### src/rtl/usb_tx_sequencer_if.sv
// Bundle between the protocol layer / TX FIFO, the transmit sequencer
// and the serialiser / NRZI encoder.
interface usb_tx_if;
    logic [2:0]  tx_packet;
    logic [6:0]  buffer_occupancy;
    logic [7:0]  tx_packet_data;
    logic [15:0] crc16_in;
    logic        stuff_hold;
    logic [7:0]  shift_byte;
    logic        load_byte;
    logic        bit_strobe;
    logic        eop_se0;
    logic        get_tx_packet_data;
    logic        tx_transfer_active;
    logic        tx_error;

    modport master (
        output tx_packet, buffer_occupancy, tx_packet_data,
        output crc16_in, stuff_hold,
        input  shift_byte, load_byte, bit_strobe, eop_se0,
        input  get_tx_packet_data, tx_transfer_active, tx_error
    );

    modport slave (
        input  tx_packet, buffer_occupancy, tx_packet_data,
        input  crc16_in, stuff_hold,
        output shift_byte, load_byte, bit_strobe, eop_se0,
        output get_tx_packet_data, tx_transfer_active, tx_error
    );
endinterface

### src/rtl/usb_tx_sequencer.sv
// Full-speed USB transmit control FSM: sequences SYNC, PID, payload,
// CRC16 and EOP onto the serialiser, owning bit timing and FIFO pops.
module usb_tx_sequencer #(
    parameter int CLKS_PER_BIT = 8,
    parameter int MAX_PAYLOAD  = 64
) (
    input logic     clk,
    input logic     rst,
    usb_tx_if.slave bus
);
    localparam int TW = $clog2(CLKS_PER_BIT);
    localparam logic [TW-1:0] LAST = TW'(CLKS_PER_BIT - 1);
    localparam logic [6:0] MAXB = 7'(MAX_PAYLOAD);

    typedef enum logic [2:0] {
        IDLE, SYNC, PID, DATA, CRC_LO, CRC_HI, EOP, J_IDLE
    } state_t;

    state_t        state;
    logic [TW-1:0] timer;
    logic [2:0]    bit_cnt;
    logic [6:0]    byte_cnt;
    logic [2:0]    pkt;
    logic          load;
    logic          pop;
    logic          se0;
    logic          active;
    logic          err;
    logic [7:0]    byte_q;
    logic [7:0]    byte_src;
    logic [7:0]    pid;
    logic          strobe;
    logic          byte_state;
    logic          bit_done;
    logic          handshake;
    logic          data_req;
    logic          valid_req;
    logic          too_big;
    logic          has_data;

    assign strobe     = (state != IDLE) && (timer == LAST);
    assign byte_state = state inside {SYNC, PID, DATA, CRC_LO, CRC_HI};
    assign bit_done   = strobe && byte_state && !bus.stuff_hold;
    assign handshake  = pkt inside {3'd3, 3'd4, 3'd5};
    assign data_req   = bus.tx_packet inside {3'd1, 3'd2};
    assign valid_req  = bus.tx_packet inside {[3'd1:3'd5]};
    assign too_big    = data_req && (bus.buffer_occupancy > MAXB);
    assign has_data   = bus.buffer_occupancy != 7'd0;

    always_comb begin
        pid = 8'h00;
        case (pkt)
            3'd1:    pid = 8'hC3;
            3'd2:    pid = 8'h4B;
            3'd3:    pid = 8'hD2;
            3'd4:    pid = 8'h5A;
            3'd5:    pid = 8'h1E;
            default: pid = 8'h00;
        endcase
    end

    // Payload and CRC bytes are taken live in the load cycle
    always_comb begin
        byte_src = byte_q;
        case (state)
            SYNC:    byte_src = 8'h80;
            PID:     byte_src = pid;
            DATA:    byte_src = bus.tx_packet_data;
            CRC_LO:  byte_src = bus.crc16_in[7:0];
            CRC_HI:  byte_src = bus.crc16_in[15:8];
            default: byte_src = byte_q;
        endcase
    end

    always_ff @(posedge clk) begin
        if (rst) begin
            state    <= IDLE;
            timer    <= '0;
            bit_cnt  <= '0;
            byte_cnt <= '0;
            pkt      <= '0;
            load     <= 1'b0;
            pop      <= 1'b0;
            se0      <= 1'b0;
            active   <= 1'b0;
            err      <= 1'b0;
            byte_q   <= '0;
        end else begin
            load <= 1'b0;
            pop  <= 1'b0;
            err  <= 1'b0;
            if (load) byte_q <= byte_src;
            if (state != IDLE) timer <= strobe ? '0 : timer + 1'b1;
            case (state)
                IDLE: begin
                    if (valid_req && !too_big) begin
                        state    <= SYNC;
                        load     <= 1'b1;
                        active   <= 1'b1;
                        pkt      <= bus.tx_packet;
                        byte_cnt <= '0;
                        bit_cnt  <= '0;
                        timer    <= '0;
                    end else if (bus.tx_packet[2:1] == 2'b11 || too_big) begin
                        err <= 1'b1;
                    end
                end
                EOP: begin
                    if (strobe) begin
                        if (bit_cnt == 3'd1) begin
                            state   <= J_IDLE;
                            se0     <= 1'b0;
                            bit_cnt <= '0;
                        end else begin
                            bit_cnt <= bit_cnt + 1'b1;
                        end
                    end
                end
                J_IDLE: begin
                    if (strobe) begin
                        state  <= IDLE;
                        active <= 1'b0;
                    end
                end
                default: begin
                    if (bit_done) begin
                        if (bit_cnt != 3'd7) begin
                            bit_cnt <= bit_cnt + 1'b1;
                        end else begin
                            bit_cnt <= '0;
                            case (state)
                                SYNC: begin
                                    state <= PID;
                                    load  <= 1'b1;
                                end
                                PID: begin
                                    if (handshake) begin
                                        state <= EOP;
                                        se0   <= 1'b1;
                                    end else if (has_data) begin
                                        state    <= DATA;
                                        load     <= 1'b1;
                                        pop      <= 1'b1;
                                        byte_cnt <= byte_cnt + 1'b1;
                                    end else begin
                                        state <= CRC_LO;
                                        load  <= 1'b1;
                                    end
                                end
                                DATA: begin
                                    if (has_data && byte_cnt < MAXB) begin
                                        load     <= 1'b1;
                                        pop      <= 1'b1;
                                        byte_cnt <= byte_cnt + 1'b1;
                                    end else begin
                                        // leftover bytes mean the payload limit cut the packet
                                        state <= CRC_LO;
                                        load  <= 1'b1;
                                        err   <= has_data;
                                    end
                                end
                                CRC_LO: begin
                                    state <= CRC_HI;
                                    load  <= 1'b1;
                                end
                                default: begin
                                    state <= EOP;
                                    se0   <= 1'b1;
                                end
                            endcase
                        end
                    end
                end
            endcase
        end
    end

    assign bus.shift_byte         = load ? byte_src : byte_q;
    assign bus.load_byte          = load;
    assign bus.bit_strobe         = strobe;
    assign bus.eop_se0            = se0;
    assign bus.get_tx_packet_data = pop;
    assign bus.tx_transfer_active = active;
    assign bus.tx_error           = err;
endmodule

### src/flat_wrapper.sv
// flat-port wrapper written by rule: the top's interface ports become plain ports
module usb_tx_sequencer_flat 
#(
    parameter int CLKS_PER_BIT = 8,
    parameter int MAX_PAYLOAD  = 64
)
  (clk, rst, bus_tx_packet, bus_buffer_occupancy, bus_tx_packet_data, bus_crc16_in, bus_stuff_hold, bus_shift_byte, bus_load_byte, bus_bit_strobe, bus_eop_se0, bus_get_tx_packet_data, bus_tx_transfer_active, bus_tx_error);
  usb_tx_if bus_i ();
  input logic clk;
  input logic rst;
  input wire logic [$bits(bus_i.tx_packet)-1:0] bus_tx_packet;
  input wire logic [$bits(bus_i.buffer_occupancy)-1:0] bus_buffer_occupancy;
  input wire logic [$bits(bus_i.tx_packet_data)-1:0] bus_tx_packet_data;
  input wire logic [$bits(bus_i.crc16_in)-1:0] bus_crc16_in;
  input wire logic [$bits(bus_i.stuff_hold)-1:0] bus_stuff_hold;
  output wire logic [$bits(bus_i.shift_byte)-1:0] bus_shift_byte;
  output wire logic [$bits(bus_i.load_byte)-1:0] bus_load_byte;
  output wire logic [$bits(bus_i.bit_strobe)-1:0] bus_bit_strobe;
  output wire logic [$bits(bus_i.eop_se0)-1:0] bus_eop_se0;
  output wire logic [$bits(bus_i.get_tx_packet_data)-1:0] bus_get_tx_packet_data;
  output wire logic [$bits(bus_i.tx_transfer_active)-1:0] bus_tx_transfer_active;
  output wire logic [$bits(bus_i.tx_error)-1:0] bus_tx_error;
  assign bus_i.tx_packet = bus_tx_packet;
  assign bus_i.buffer_occupancy = bus_buffer_occupancy;
  assign bus_i.tx_packet_data = bus_tx_packet_data;
  assign bus_i.crc16_in = bus_crc16_in;
  assign bus_i.stuff_hold = bus_stuff_hold;
  assign bus_shift_byte = bus_i.shift_byte;
  assign bus_load_byte = bus_i.load_byte;
  assign bus_bit_strobe = bus_i.bit_strobe;
  assign bus_eop_se0 = bus_i.eop_se0;
  assign bus_get_tx_packet_data = bus_i.get_tx_packet_data;
  assign bus_tx_transfer_active = bus_i.tx_transfer_active;
  assign bus_tx_error = bus_i.tx_error;
  usb_tx_sequencer #(.CLKS_PER_BIT(CLKS_PER_BIT), .MAX_PAYLOAD(MAX_PAYLOAD)) u_core (.clk(clk), .rst(rst), .bus(bus_i));
endmodule
### config.mk
export PLATFORM = sky130hd
export DESIGN_NAME = usb_tx_sequencer_flat
export DESIGN_NICKNAME = d
export VERILOG_FILES = /design/src/rtl/usb_tx_sequencer_if.sv /design/src/rtl/usb_tx_sequencer.sv /design/src/flat_wrapper.sv
export SDC_FILE = /design/constraint.sdc
export NUM_CORES = 1
export LEC_CHECK = 0
export ABC_AREA = 1
export CORE_UTILIZATION = 50
export DETAILED_ROUTE_END_ITERATION = 7
export GPL_ROUTABILITY_DRIVEN = 0
export PLACE_DENSITY = 0.84
export SLEW_MARGIN = 20
export SYNTH_ARGS = -nofsm -noshare
export SYNTH_HDL_FRONTEND = slang
export SYNTH_SLANG_ARGS = --single-unit
### constraint.sdc
create_clock -name clk -period 1.9 [get_ports clk]
set_input_delay 0.38 -clock clk [delete_from_list [all_inputs] [get_ports clk]]
set_output_delay 0.38 -clock clk [all_outputs]
set_load 0.02 [all_outputs]
==> impl_metrics.ini <==
[outcome]
status = finished with violations
violations = negative setup slack

[sta]
setup_violations = 8
max_freq_mhz = 475
fin_ws_ps = -206
tightest_slew_ps = 450
hold_viol_final = 0
relSlewSlack_pct = 70.0
setup-tns-final_ps = -1240
fin_crit_ps = 2110
fin_skew_ps = 5.36
finalCritPeriodShare_pct = 111
report.final.slew_viol_count = 0
rsz0062_at_grt = yes

[global_route]
use_met2_pct = 53.4
grt_max_degree = 20
grtUsageTotal_pct = 30.7
use_met3_pct = 6.25
grt.overflow.total = 0
grt_pass1_vias = 2372
grt_pass1_wl_um = 10400
antenna_found_initial = 0
grtUsageMet1_pct = 35.8
top_usage_layer = met2

[clocking]
numClockSinks = 32
clk_pin_slew_ps = 70
cts.path.max_buffers = 2
h-tree-depth = 2
numCtsBuffers = 5
insertion_delay_ps = 290
cts_tree = done
cts-root-buf = clkbuf_8

[final_layout]
nets = 478
stdcell_area_mm2 = 0.00327
antenna_cells = 0
drive_above_1_share_pct = 28.4
post-route-util_pct = 81.1
fillers = 250
area_delta_synth_final_pct = 53.6

[worst_setup_path]
cp_common_cell = buf_6
cp-endpoint = bus_shift_byte[3]
worst_path_max_delay_cell = dfxtp_4
crit_cells = 11
path_delay_family = buffers and inverters
crit_required_ps = 1520
max_stage_delay_ps = 400
path_max_fanout = 5
rr_worst_depth = 10
crit_arrival_ps = 1730
rr_startpoint = u_core.timer[0]
crit_chain = inv_6, nand3_4, inv_4, nor2_4, nand2_4, buf_6, a21oi_2, nand2_1, o21ai_2, inv_1, buf_6
timing.critical_path.from = u_core.state[2]
rrSetupSlack_ps = 130
critPathBufInv = 5
worstReg2RegEnd = u_core.state[0]
critPathLaunchType = register
path_class = register to output pin
crit_path_end_kind = output pin

[synthesis]
ys.flop_type = dfxtp_1
synthTopCellsByCount = 76 x nand2_1, 55 x nor2_1, 40 x inv_1
synth_top_area_cell = dfxtp_1
yosysSeqAreaShare_pct = 30.1
synth_edf_count = 0
synth_cell_types = 36
synth-simple-area-share_pct = 42.2
synth_top_family_by_area = simple AND/OR/NAND/NOR gates
synth_adder_area_share_pct = 3.53
netlist.area_leader.share_pct = 30.1
synth_nets = 376
ys_ff_latch = 32
synth-async-reset-ratio_pct = 0
syn_area_mm2 = 0.00213
synth_warnings = 0
synth.most_common_cell = nand2_1
avgSynthCellArea_um2 = 6.39
netlist_instances = 333
synth_xor_area_share_pct = 0
synth.area.mux_share_pct = 0
synth_compound_area_share_pct = 13.0
ys_top_cells_by_area = dfxtp_1 30%, nand2_1 13%, nor2_1 9.7%, inv_1 7.1%, nand3_1 5.9%

[routing]
wirelength_um = 7190
dr_total_vias = 2595
drtPass1Iterations = 5
avgViaCountPerCell = 5.34
drt_iter0_drc = 267
drt.antenna.violating_nets = 0
drc = 0
wl_per_cell_um = 14.8

[placed_design]
dp_hpwl_um = 4300
postPlaceCellArea_mm2 = 0.00296
io_buffers = 50
pre_cts_slack_ps = -470

[floorplanning]
die_y_um = 67.2
initial_core_util_pct = 52.8
rows = 23
core_mm2 = 0.00403
io_pins = 51
die_area_mm2 = 0.00452
die_w_um = 67.2

[pwr]
power_mw = 4.94
power_density_mw_per_mm2 = 1510
p_leak_nw = 1.57
peakVddDrop_mv = 1.10

[min_path]
min-delay-start = u_core.timer[0]
hp-class = register to register

[flow_run]
drv_cap = 0
logic make-up after synthesis:
| family | count (synthesis) |
|---|---|
| DFF | 32 |
| AOI/OAI and AO/OA | 48 |
| and+or+nand+nor | 193 |
| buffers and inverters | 54 |
| adders and majority gates | 6 |
per-layer routing:
metal	wire length [µm]	vias to the layer above
li1	-	1280
met1	3000	1174
met2	3480	115
met3	476	26
met4	235	0
met5	0	-
cell type report:
type                    count  area, µm²  area share (%)
well taps                  50       62.6            1.91
clock buffers               8       90.1            2.76
repair buffers            101        883            27.0
flip-flops and latches     32        653            20.0
multi-input cells         247       1380            42.2
inverters                  48        200            6.13
state kept, by name (all words and copies together), names as in the netlist:
name and cells:
u_core.bit_cnt 3, u_core.bus.eop_se0 1, u_core.bus.get_tx_packet_data 1, u_core.bus.load_byte 1
u_core.bus.tx_error 1, u_core.bus.tx_transfer_active 1, u_core.byte_cnt 7, u_core.byte_q 8
u_core.pkt 3, u_core.state 3, u_core.timer 3
worst register-to-register path: cells and delay by family, from the launching register on:
family	cells	cell delay [ps]
compound gates	1	190
flops	1	340
fa+ha+maj	2	310
simple gates	6	750
buf+inv	1	120
cells in the final DEF, fill, tap and decap left out, drive strengths merged:
| master | netlist | layout |
|---|---|---|
| o211ai | 2 | 2 |
| a22o | 1 | 1 |
| and2 | 1 | 1 |
| nor2 | 61 | 61 |
| nand4 | 11 | 11 |
| buf | 3 | 59 |
| nand2 | 82 | 82 |
| a21oi | 25 | 25 |
| o211a | 1 | 1 |
| inv | 47 | 47 |
| dfxtp | 32 | 32 |
| ha | 6 | 6 |
| o21bai | 2 | 2 |
| clkdlybuf4s50 | 0 | 41 |
| a211oi | 3 | 3 |
| clkinv | 1 | 1 |
| nand3b | 1 | 1 |
| nand3 | 28 | 28 |
| clkbuf | 3 | 9 |
| nor3 | 4 | 4 |
| nor3b | 1 | 1 |
| a21boi | 1 | 1 |
| o21ai | 13 | 13 |
| or2 | 4 | 4 |
through the flow:
| step | hold slack (ps) | cells |
|---|---|---|
| floorplan | 432 | 333 |
| finish | 436 | 486 |
| CTS | 469 | 483 |
| global placement | 447 | 469 |
| global route | 454 | 486 |
| detailed placement | 454 | 469 |
how the worst min path moves through the flow:
stage | cells past startpoint | slack, ps | endpoint
after detailed placement | 1 | 450 | u_core.timer[0]
final | 1 | 440 | u_core.timer[0]
after CTS | 1 | 470 | u_core.timer[0]
after global routing | 1 | 450 | u_core.timer[0]
after global placement | 2 | 450 | u_core.bus.tx_transfer_active
after floorplan | 1 | 430 | u_core.timer[0]
where the power goes:
part | internal [mW] | switching (mW)
clock network | 0.296 | 0.261
logic | 1.47 | 1.84
registers | 0.887 | 0.188
timing repair:
item | CTS | global route
buffers inserted | 6 | 4
resized for setup | 78 | 17
setup endpoints to repair | 9 | 11
hold buffers | 0 | 0
cloned | 0 | 0
pin swaps | 4 | 11
endpoints found under the hold margin | 0 | 0
(Power assumes the default switching activity.)
